--- config.mk ---
export PLATFORM = sky130hd
export DESIGN_NAME = load_store_unit
export DESIGN_NICKNAME = d
export VERILOG_FILES = /design/src/rtl/load_store_unit.sv
export SDC_FILE = /design/constraint.sdc
export NUM_CORES = 1
export LEC_CHECK = 0
export BUFFER_PORTS_ARGS = -buffer_cell sky130_fd_sc_hd__buf_2
export CORE_ASPECT_RATIO = 0.9
export CORE_MARGIN = 2
export CORE_UTILIZATION = 56
export DETAILED_ROUTE_END_ITERATION = 12
export GPL_ROUTABILITY_DRIVEN = 0
export GPL_TIMING_DRIVEN = 0
export PLACE_DENSITY_LB_ADDON = 0.15
export SYNTH_ARGS = -nofsm -noshare
export SYNTH_HDL_FRONTEND = slang
export SYNTH_SLANG_ARGS = --single-unit
export TNS_END_PERCENT = 30
--- constraint.sdc ---
create_clock -name clk -period 3.25 [get_ports clk]
set_clock_uncertainty 0.1 [all_clocks]
set_input_delay 0.1625 -clock clk [delete_from_list [all_inputs] [get_ports clk]]
set_output_delay 0.1625 -clock clk [all_outputs]
set_load 0.01 [all_outputs]
--- src/rtl/load_store_unit.sv ---
// Load/store unit in front of a big-endian, word-organised data memory.
// Sub-word stores are read-modify-write; sub-word loads are lane-extracted and extended.
module load_store_unit (
  input  logic        clk,
  input  logic        reset_n,
  input  logic        req_valid,
  output logic        req_ready,
  input  logic        req_write,
  input  logic [1:0]  req_size,
  input  logic        req_unsigned,
  input  logic [31:0] req_addr,
  input  logic [31:0] req_wdata,
  output logic        resp_valid,
  output logic [31:0] resp_rdata,
  output logic        resp_error,
  output logic [31:0] mem_address,
  output logic [31:0] mem_write_data,
  input  logic [31:0] mem_read_data,
  output logic        mem_write
);

  typedef enum logic [2:0] {
    IDLE   = 3'd0,
    ACCESS = 3'd1,
    READ   = 3'd2,
    MERGE  = 3'd3,
    RESP   = 3'd4
  } state_e;

  state_e      state_q, state_d;
  logic        write_q;
  logic [1:0]  size_q;
  logic        uns_q;
  logic [31:0] addr_q;
  logic [31:0] wdata_q;
  logic [31:0] merge_q;
  logic [31:0] rdata_q;
  logic        error_q;

  logic        accept;
  logic        req_err;
  logic [1:0]  offset;
  logic [4:0]  byte_shamt;
  logic [7:0]  load_byte;
  logic [15:0] load_half;
  logic [31:0] load_ext;
  logic [31:0] lane_mask;
  logic [31:0] lane_ins;
  logic [31:0] merged;

  assign accept  = req_valid && (state_q == IDLE);
  assign req_err = (req_size == 2'b11) ||
                   ((req_size == 2'b01) && req_addr[0]) ||
                   ((req_size == 2'b10) && (req_addr[1:0] != 2'b00));

  // Byte o sits at bit 31-8o, so the right-shift distance is 8*(3-o) = {~o,3'b0}.
  assign offset     = addr_q[1:0];
  assign byte_shamt = {~offset, 3'b000};

  always_comb begin
    load_byte = 8'(mem_read_data >> byte_shamt);
    load_half = offset[1] ? mem_read_data[15:0] : mem_read_data[31:16];
    case (size_q)
      2'b00:   load_ext = uns_q ? {24'd0, load_byte} : {{24{load_byte[7]}}, load_byte};
      2'b01:   load_ext = uns_q ? {16'd0, load_half} : {{16{load_half[15]}}, load_half};
      default: load_ext = mem_read_data;
    endcase
  end

  always_comb begin
    if (size_q == 2'b00) begin
      lane_mask = 32'h0000_00FF << byte_shamt;
      lane_ins  = {4{wdata_q[7:0]}};
    end else begin
      lane_mask = offset[1] ? 32'h0000_FFFF : 32'hFFFF_0000;
      lane_ins  = {2{wdata_q[15:0]}};
    end
    merged = (merge_q & ~lane_mask) | (lane_ins & lane_mask);
  end

  always_ff @(posedge clk or negedge reset_n) begin
    if (!reset_n) begin
      state_q <= IDLE;
      write_q <= 1'b0;
      size_q  <= 2'b00;
      uns_q   <= 1'b0;
      addr_q  <= 32'd0;
      wdata_q <= 32'd0;
      merge_q <= 32'd0;
      rdata_q <= 32'd0;
      error_q <= 1'b0;
    end else begin
      state_q <= state_d;
      if (accept) begin
        write_q <= req_write;
        size_q  <= req_size;
        uns_q   <= req_unsigned;
        addr_q  <= req_addr;
        wdata_q <= req_wdata;
        rdata_q <= 32'd0;
        error_q <= req_err;
      end
      if ((state_q == ACCESS) && !write_q) rdata_q <= load_ext;
      if (state_q == READ) merge_q <= mem_read_data;
    end
  end

  always_comb begin
    state_d = state_q;
    case (state_q)
      IDLE: begin
        if (req_valid) begin
          if (req_err)                            state_d = RESP;
          else if (!req_write || req_size == 2'b10) state_d = ACCESS;
          else                                    state_d = READ;
        end
      end
      ACCESS:  state_d = RESP;
      READ:    state_d = MERGE;
      MERGE:   state_d = RESP;
      RESP:    state_d = IDLE;
      default: state_d = IDLE;
    endcase
  end

  always_comb begin
    req_ready      = (state_q == IDLE);
    resp_valid     = (state_q == RESP);
    mem_write      = 1'b0;
    mem_write_data = 32'd0;
    if ((state_q == ACCESS) && write_q) begin
      mem_write      = 1'b1;
      mem_write_data = wdata_q;
    end else if (state_q == MERGE) begin
      mem_write      = 1'b1;
      mem_write_data = merged;
    end
  end

  assign mem_address = {addr_q[31:2], 2'b00};
  assign resp_rdata  = rdata_q;
  assign resp_error  = error_q;

endmodule
Word level (Yosys, flattened, before mapping)
Index checks and enable logic that the tools add are counted.
- $lt $le $gt $ge: 0
- add/subtract/negate cells: 0
- equality and inequality tests: 9
- bitwise gates (word level): 5
- reductions and logical operators: 15
- multiplexer cells: 17
- multiply operators: 0
- shift-type cells: 2
- divide/modulo/power cells: 0
- operators by type and width (cell ; count):
    32-bit 2-to-1 mux ; 9
    32-bit bitwise AND ; 2
    32-bit case mux with 2 select lines ; 1
    32-bit NOT ; 1
    32-bit bitwise OR ; 1
    8-bit by 5-bit left shift with 32-bit output, first input constant ; 1
    32-bit by 5-bit right shift with 8-bit output ; 1
    16-bit 2-to-1 mux ; 1
    3-bit case mux with 3 select lines ; 1
    3-bit by 2-bit == test with 1-bit output, second input constant ; 2
    3-bit 2-to-1 mux ; 2
    1-bit logical AND ; 5
    2-bit by 1-bit == test with 1-bit output, second input constant ; 2
    2-bit == test, second input constant ; 2
    2-bit nonzero test ; 2
    3-bit by 1-bit == test with 1-bit output, second input constant ; 1
    3-bit == test, second input constant ; 1
    3-bit logical NOT ; 1
    1-bit logical OR ; 3
    1-bit logical NOT ; 2
    2-bit logical NOT ; 1
    1-bit 2-to-1 mux ; 2
    2-bit 2-to-1 mux ; 1
    2-bit inequality test, second input constant ; 1
    2 further kinds ; 2
- latch bits: 0
- memories: 0
- output and inout bits: 100
- RAM bits: 0
- ROM bits: 0
- logic and storage cells: 57
- register bits after elaboration: 136

Depth between registers and ports, before layout
- word-level depth: 8
- depth in mapped cells: 7
- mapped depth without buffers: 4

Least setup slack after synthesis
OpenSTA, ideal clock, no wires.
- path kind: register to register
- start point: reg addr_q[1]
- end point: reg rdata_q[21], in the netlist resp_rdata[21]
- path slack: 1.231 ns
- arrival: 1.793 ns
- data required time: 3.024 ns
- cell stages (with the launch flop): 7
- library setup time: 0.126 ns
- cell sequence: dfrtp_1 buf_2 mux2_2 a22oi_1 a2111oi_4 buf_6 a221o_2
- cells in the longest elaborated chain, start to end: 5
- RTL lines (element ; line ; RTL):
    start: declaration ; 34 ; logic [31:0] addr_q;
    start signal: assignment ; 98 ; addr_q <= req_addr;
    2-bit NOT ; 58 ; assign byte_shamt = {~offset, 3'b000};
    32-bit by 5-bit right shift with 8-bit output ; 61 ; load_byte = 8'(mem_read_data >> byte_shamt);
    32-bit 2-to-1 mux ; 64 ; 2'b00: load_ext = uns_q ? {24'd0, load_byte} : {{24{load_byte[7]}}, load_byte};
    32-bit case mux with 2 select lines * ; 63 ; case (size_q)
    32-bit 2-to-1 mux * ; 103 ; if ((state_q == ACCESS) && !write_q) rdata_q <= load_ext;
    end signal: assignment ; 103 ;
    end: declaration ; 37 ; logic [31:0] rdata_q;
Every way passes the cells marked *; elsewhere a longest branch is shown, timed or not.
A chain may end at the register's enable or synchronous reset.

Worst setup path in the final report
- start point: reg addr_q[1]
- end point: out mem_write_data[22]
- cells in the longest elaborated chain, start to end: 8
- RTL lines (element ; line ; RTL):
    2-bit NOT ; 58 ;
    8-bit by 5-bit left shift with 32-bit output ; 72 ; lane_mask = 32'h0000_00FF << byte_shamt;
    32-bit 2-to-1 mux * ; 71 ; if (size_q == 2'b00) begin
    32-bit NOT ; 78 ; merged = (merge_q & ~lane_mask) | (lane_ins & lane_mask);
    32-bit bitwise AND ; 78 ;
    32-bit bitwise OR * ; 78 ;
    32-bit 2-to-1 mux * ; 134 ; end else if (state_q == MERGE) begin
    32-bit 2-to-1 mux * ; 131 ; if ((state_q == ACCESS) && write_q) begin
    end: declaration ; 17 ; output logic [31:0] mem_write_data,
Marks and branches as above.

==> results.py <==
metrics = {
    "die": {
        "core_area_mm2": 0.01143,
        "io_pins": 203,
        "dieArea_mm2": 0.01259,
        "die_y_um": 106.6,
        "start_util_pct": 57.31,
        "die_w_um": 118.0,
        "num_rows": 37,
    },
    "finish": {
        "n_antenna_cell": 0,
        "stdcell_area_mm2": 0.009409,
        "fin_cells": 1173,
        "num-nets-final": 1108,
        "area_growth_pct": 43.57,
        "drive_above_1_share_pct": 32.45,
    },
    "placed_design": {
        "post_dp_cell_area_mm2": 0.007787,
        "place_hpwl_um": 13500,
        "dp.cells": 1040,
        "port_buffers": 200,
    },
    "worst_setup_path": {
        "path_common_cell": "buf_2",
        "critPathMaxStageDelay_ps": 810,
        "slowest_stage": "nor2_1",
        "cp.arrival_ps": 2780,
        "critPathLaunchType": "flip-flop",
        "required_ps": 2990,
        "r2r_slack_ps": 570,
        "crit_path_end_kind": "primary output",
        "critPathKind": "flip-flop to primary output",
        "worstPathCellList": "buf_2 > clkbuf_1 > nor2_1 > mux2i_1 > o21ai_0 > buf_2",
        "worstPathMaxFanout": 10,
    },
    "synthesis": {
        "yosys_register_bits": 136,
        "synth.distinct_cells": 39,
        "synthCells": 682,
        "ys.flop_type": "dfrtp_1",
        "seq_area_frac_synth_pct": 51.93,
        "async_reset_ff_share_pct": 100.0,
        "yosysWarnings": 0,
        "synth-edff-count": 0,
        "synth_area_mm2": 0.006554,
        "syn_area_per_cell_um2": 9.610,
    },
    "clock_tree": {
        "worstSkewPairLatency_ps": 420,
        "clk_pin_slew_ps": 60,
        "cts_buffer_depth": 2,
        "cts-htree-levels": 4,
        "cts_resized": 0,
        "cts_tree": "yes",
        "cts_buffers": 17,
        "cts_root_buf": "clkbuf_16",
        "clock-sinks": 136,
    },
    "sta": {
        "clock.fmax_mhz": 328.4,
        "setup_viol": 0,
        "post-route-period-util_pct": 93.68,
        "final_hold_viol_count": 0,
        "tightest_slew_ps": 961.8,
        "fin_crit_ps": 3045,
        "drv_slew": 0,
        "rsz0062_at_grt": "false",
        "whs_ps": 204.3,
        "slew_headroom_pct": 35.71,
        "finalSetupTns_ps": 0,
    },
    "run_status": {
        "status": "finished, final reports clean",
    },
    "global_route": {
        "grt_max_degree": 76,
        "grt_first_pass_wirelength_um": 32310,
        "grt_pass1_vias": 6476,
        "overflow": 0,
        "grt_usage_pct": 33.40,
        "antenna_found_initial": 0,
    },
    "route": {
        "avgViaCountPerCell": 5.379,
        "drt_pass1_iterations": 5,
        "ant_nets": 0,
        "routed_wirelength_um": 20630,
        "drt_iter0_markers": 356,
        "drc": 0,
        "num_vias": 6309,
        "routedWlPerCell_um": 17.59,
    },
    "power_and_ir_drop": {
        "p_leak_nw": 4.937,
        "cellPowerDensity_mw_per_mm2": 936.0,
        "ir_drop_uv": 633.2,
        "p_total_w": 0.008807,
    },
    "worst_hold_path": {
        "worst_hold_path_type": "primary input to async pin",
    },
    "flow_run": {
        "drv_cap": 0,
    },
}
==> final timing paths <==
| path | endpoint | startpoint | cells after the start |
|---|---|---|---|
| hold reg to reg | wdata_q[24]$_DFFE_PN0P_ | wdata_q[24]$_DFFE_PN0P_ | 2 |
| min in group clk | addr_q[13]$_DFFE_PN0P_ | req_addr[13] | 4 |
| hold / removal | resp_rdata[0]$_DFFE_PN0P_ | reset_n | 2 |
| setup reg to reg | wdata_q[12]$_DFFE_PN0P_ | state_q[1]$_DFFE_PN0P_ | 6 |
| max in group asynchronous | wdata_q[5]$_DFFE_PN0P_ | reset_n | 3 |
| setup / recovery | mem_write_data[22] | addr_q[1]$_DFFE_PN0P_ | 6 |
==> cells in the mapped netlist, types with 3 or more instances <==
master    instances  area [um2]
nor2_1           19       71.32
o21a_1            8       60.06
nor3_1            4       20.02
nand3_1           7       35.03
a221oi_1          7       61.31
nor3b_1           3       22.52
nor2b_1           8       50.05
a22o_1            3       26.28
mux2i_1          37       370.4
dfrtp_1         136        3403
clkbuf_1         32       120.1
buf_4            32       240.2
o21ai_0          41       205.2
buf_6             3       33.78
mux2_2           42       473.0
a221o_1           7       70.07
buf_2             7       35.03
a21oi_1           4       20.02
nand2_1         247       927.1
a221o_2           9       101.4
==> worst max-delay path, delay by kind of cell (launching register included) <==
kind	cells	cell delay [ps]
and+or+nand+nor	1	810
buffers and inverters	3	660
DFF	1	350
AOI/OAI and AO/OA	1	280
muxes	1	250
==> power breakdown <==
part | switching [W] | total [W] | internal (W) | leakage [nW]
combinational | 0.00210 | 0.00384 | 0.00174 | 2.93
clock | 0.000697 | 0.00194 | 0.00124 | 0.301
sequential | 0.000545 | 0.00303 | 0.00249 | 1.71
total | 0.00334 | 0.00881 | 0.00546 | 4.94
==> placed cells by master (no fill, tap or decap), types with 2 or more instances in the layout <==
cell type and count:
mux2_2 42, a21oi_1 4, clkinv_2 5, o21a_1 8, a221oi_1 7, or3_1 2
buf_2 206, nor2b_1 8, dfrtp_1 136, buf_4 32, a221o_2 9, a21o_1 2
a22oi_1 2, dlygate4sd3_1 102, inv_1 2, clkbuf_1 32, nand3b_1 2, bufinv_16 2
o21ai_0 41, clkbuf_16 17, nand2_1 247, nor2_1 19, clkbuf_8 6, nor3b_1 3
conb_1 2, a22o_1 3, buf_6 4, a31oi_1 2, nand2b_1 2, nor3_1 4
mux2i_1 37, a221o_1 7, nand3_1 7
==> logic make-up (layout without fill, tap and decap cells) <==
| group | after synthesis | after routing | share of synthesized area, % |
|---|---|---|---|
| AO/OA/AOI/OAI | 90 | 90 | 9.813 |
| buffers and inverters | 77 | 411 | 6.720 |
| flip-flops | 136 | 136 | 51.93 |
| multiplexers | 79 | 79 | 12.87 |
| other | 1 | 2 | 0.05722 |
| AND/OR/NAND/NOR | 299 | 299 | 18.61 |
==> final cells by class <==
type | instances | area (um2)
tap | 156 | 195.2
buffer | 74 | 429.2
multi-input combinational | 470 | 2714
clock inverter | 8 | 92.59
fill | 683 | 2026
clock buffer | 23 | 508.0
sequential | 136 | 3403
timing repair buffer | 303 | 2056
inverter | 3 | 11.26
==> layer usage <==
layer,GRT usage (%),part of all wire [%],vias up
li1,-,-,2897
met1,41.23,40,3025
met2,56.69,49,319
met3,7.394,7.3,68
met4,15.32,3.8,0
met5,0,0,-
==> repair_timing <==
item | CTS | global route
hold buffers | 102 | 0
hold endpoints to repair | 180 | 0
buffers inserted | 0 | 0
==> state kept, by name (all words and copies together) (netlist names) <==
name / cells
size_q: 2
resp_rdata: 32
resp_error: 1
wdata_q: 32
merge_q: 32
uns_q: 1
addr_q: 32
state_q: 3
write_q: 1
==> through the flow <==
step	utilization, %	setup slack, ps
5_1_grt	82.28	106.6
3_5_place_dp	68.10	671.1
4_1_cts	82.28	227.2
2_1_floorplan	-	1231
6_report	82.28	205.2
3_3_place_gp	67.81	182.4
(Power assumes the default switching activity.)
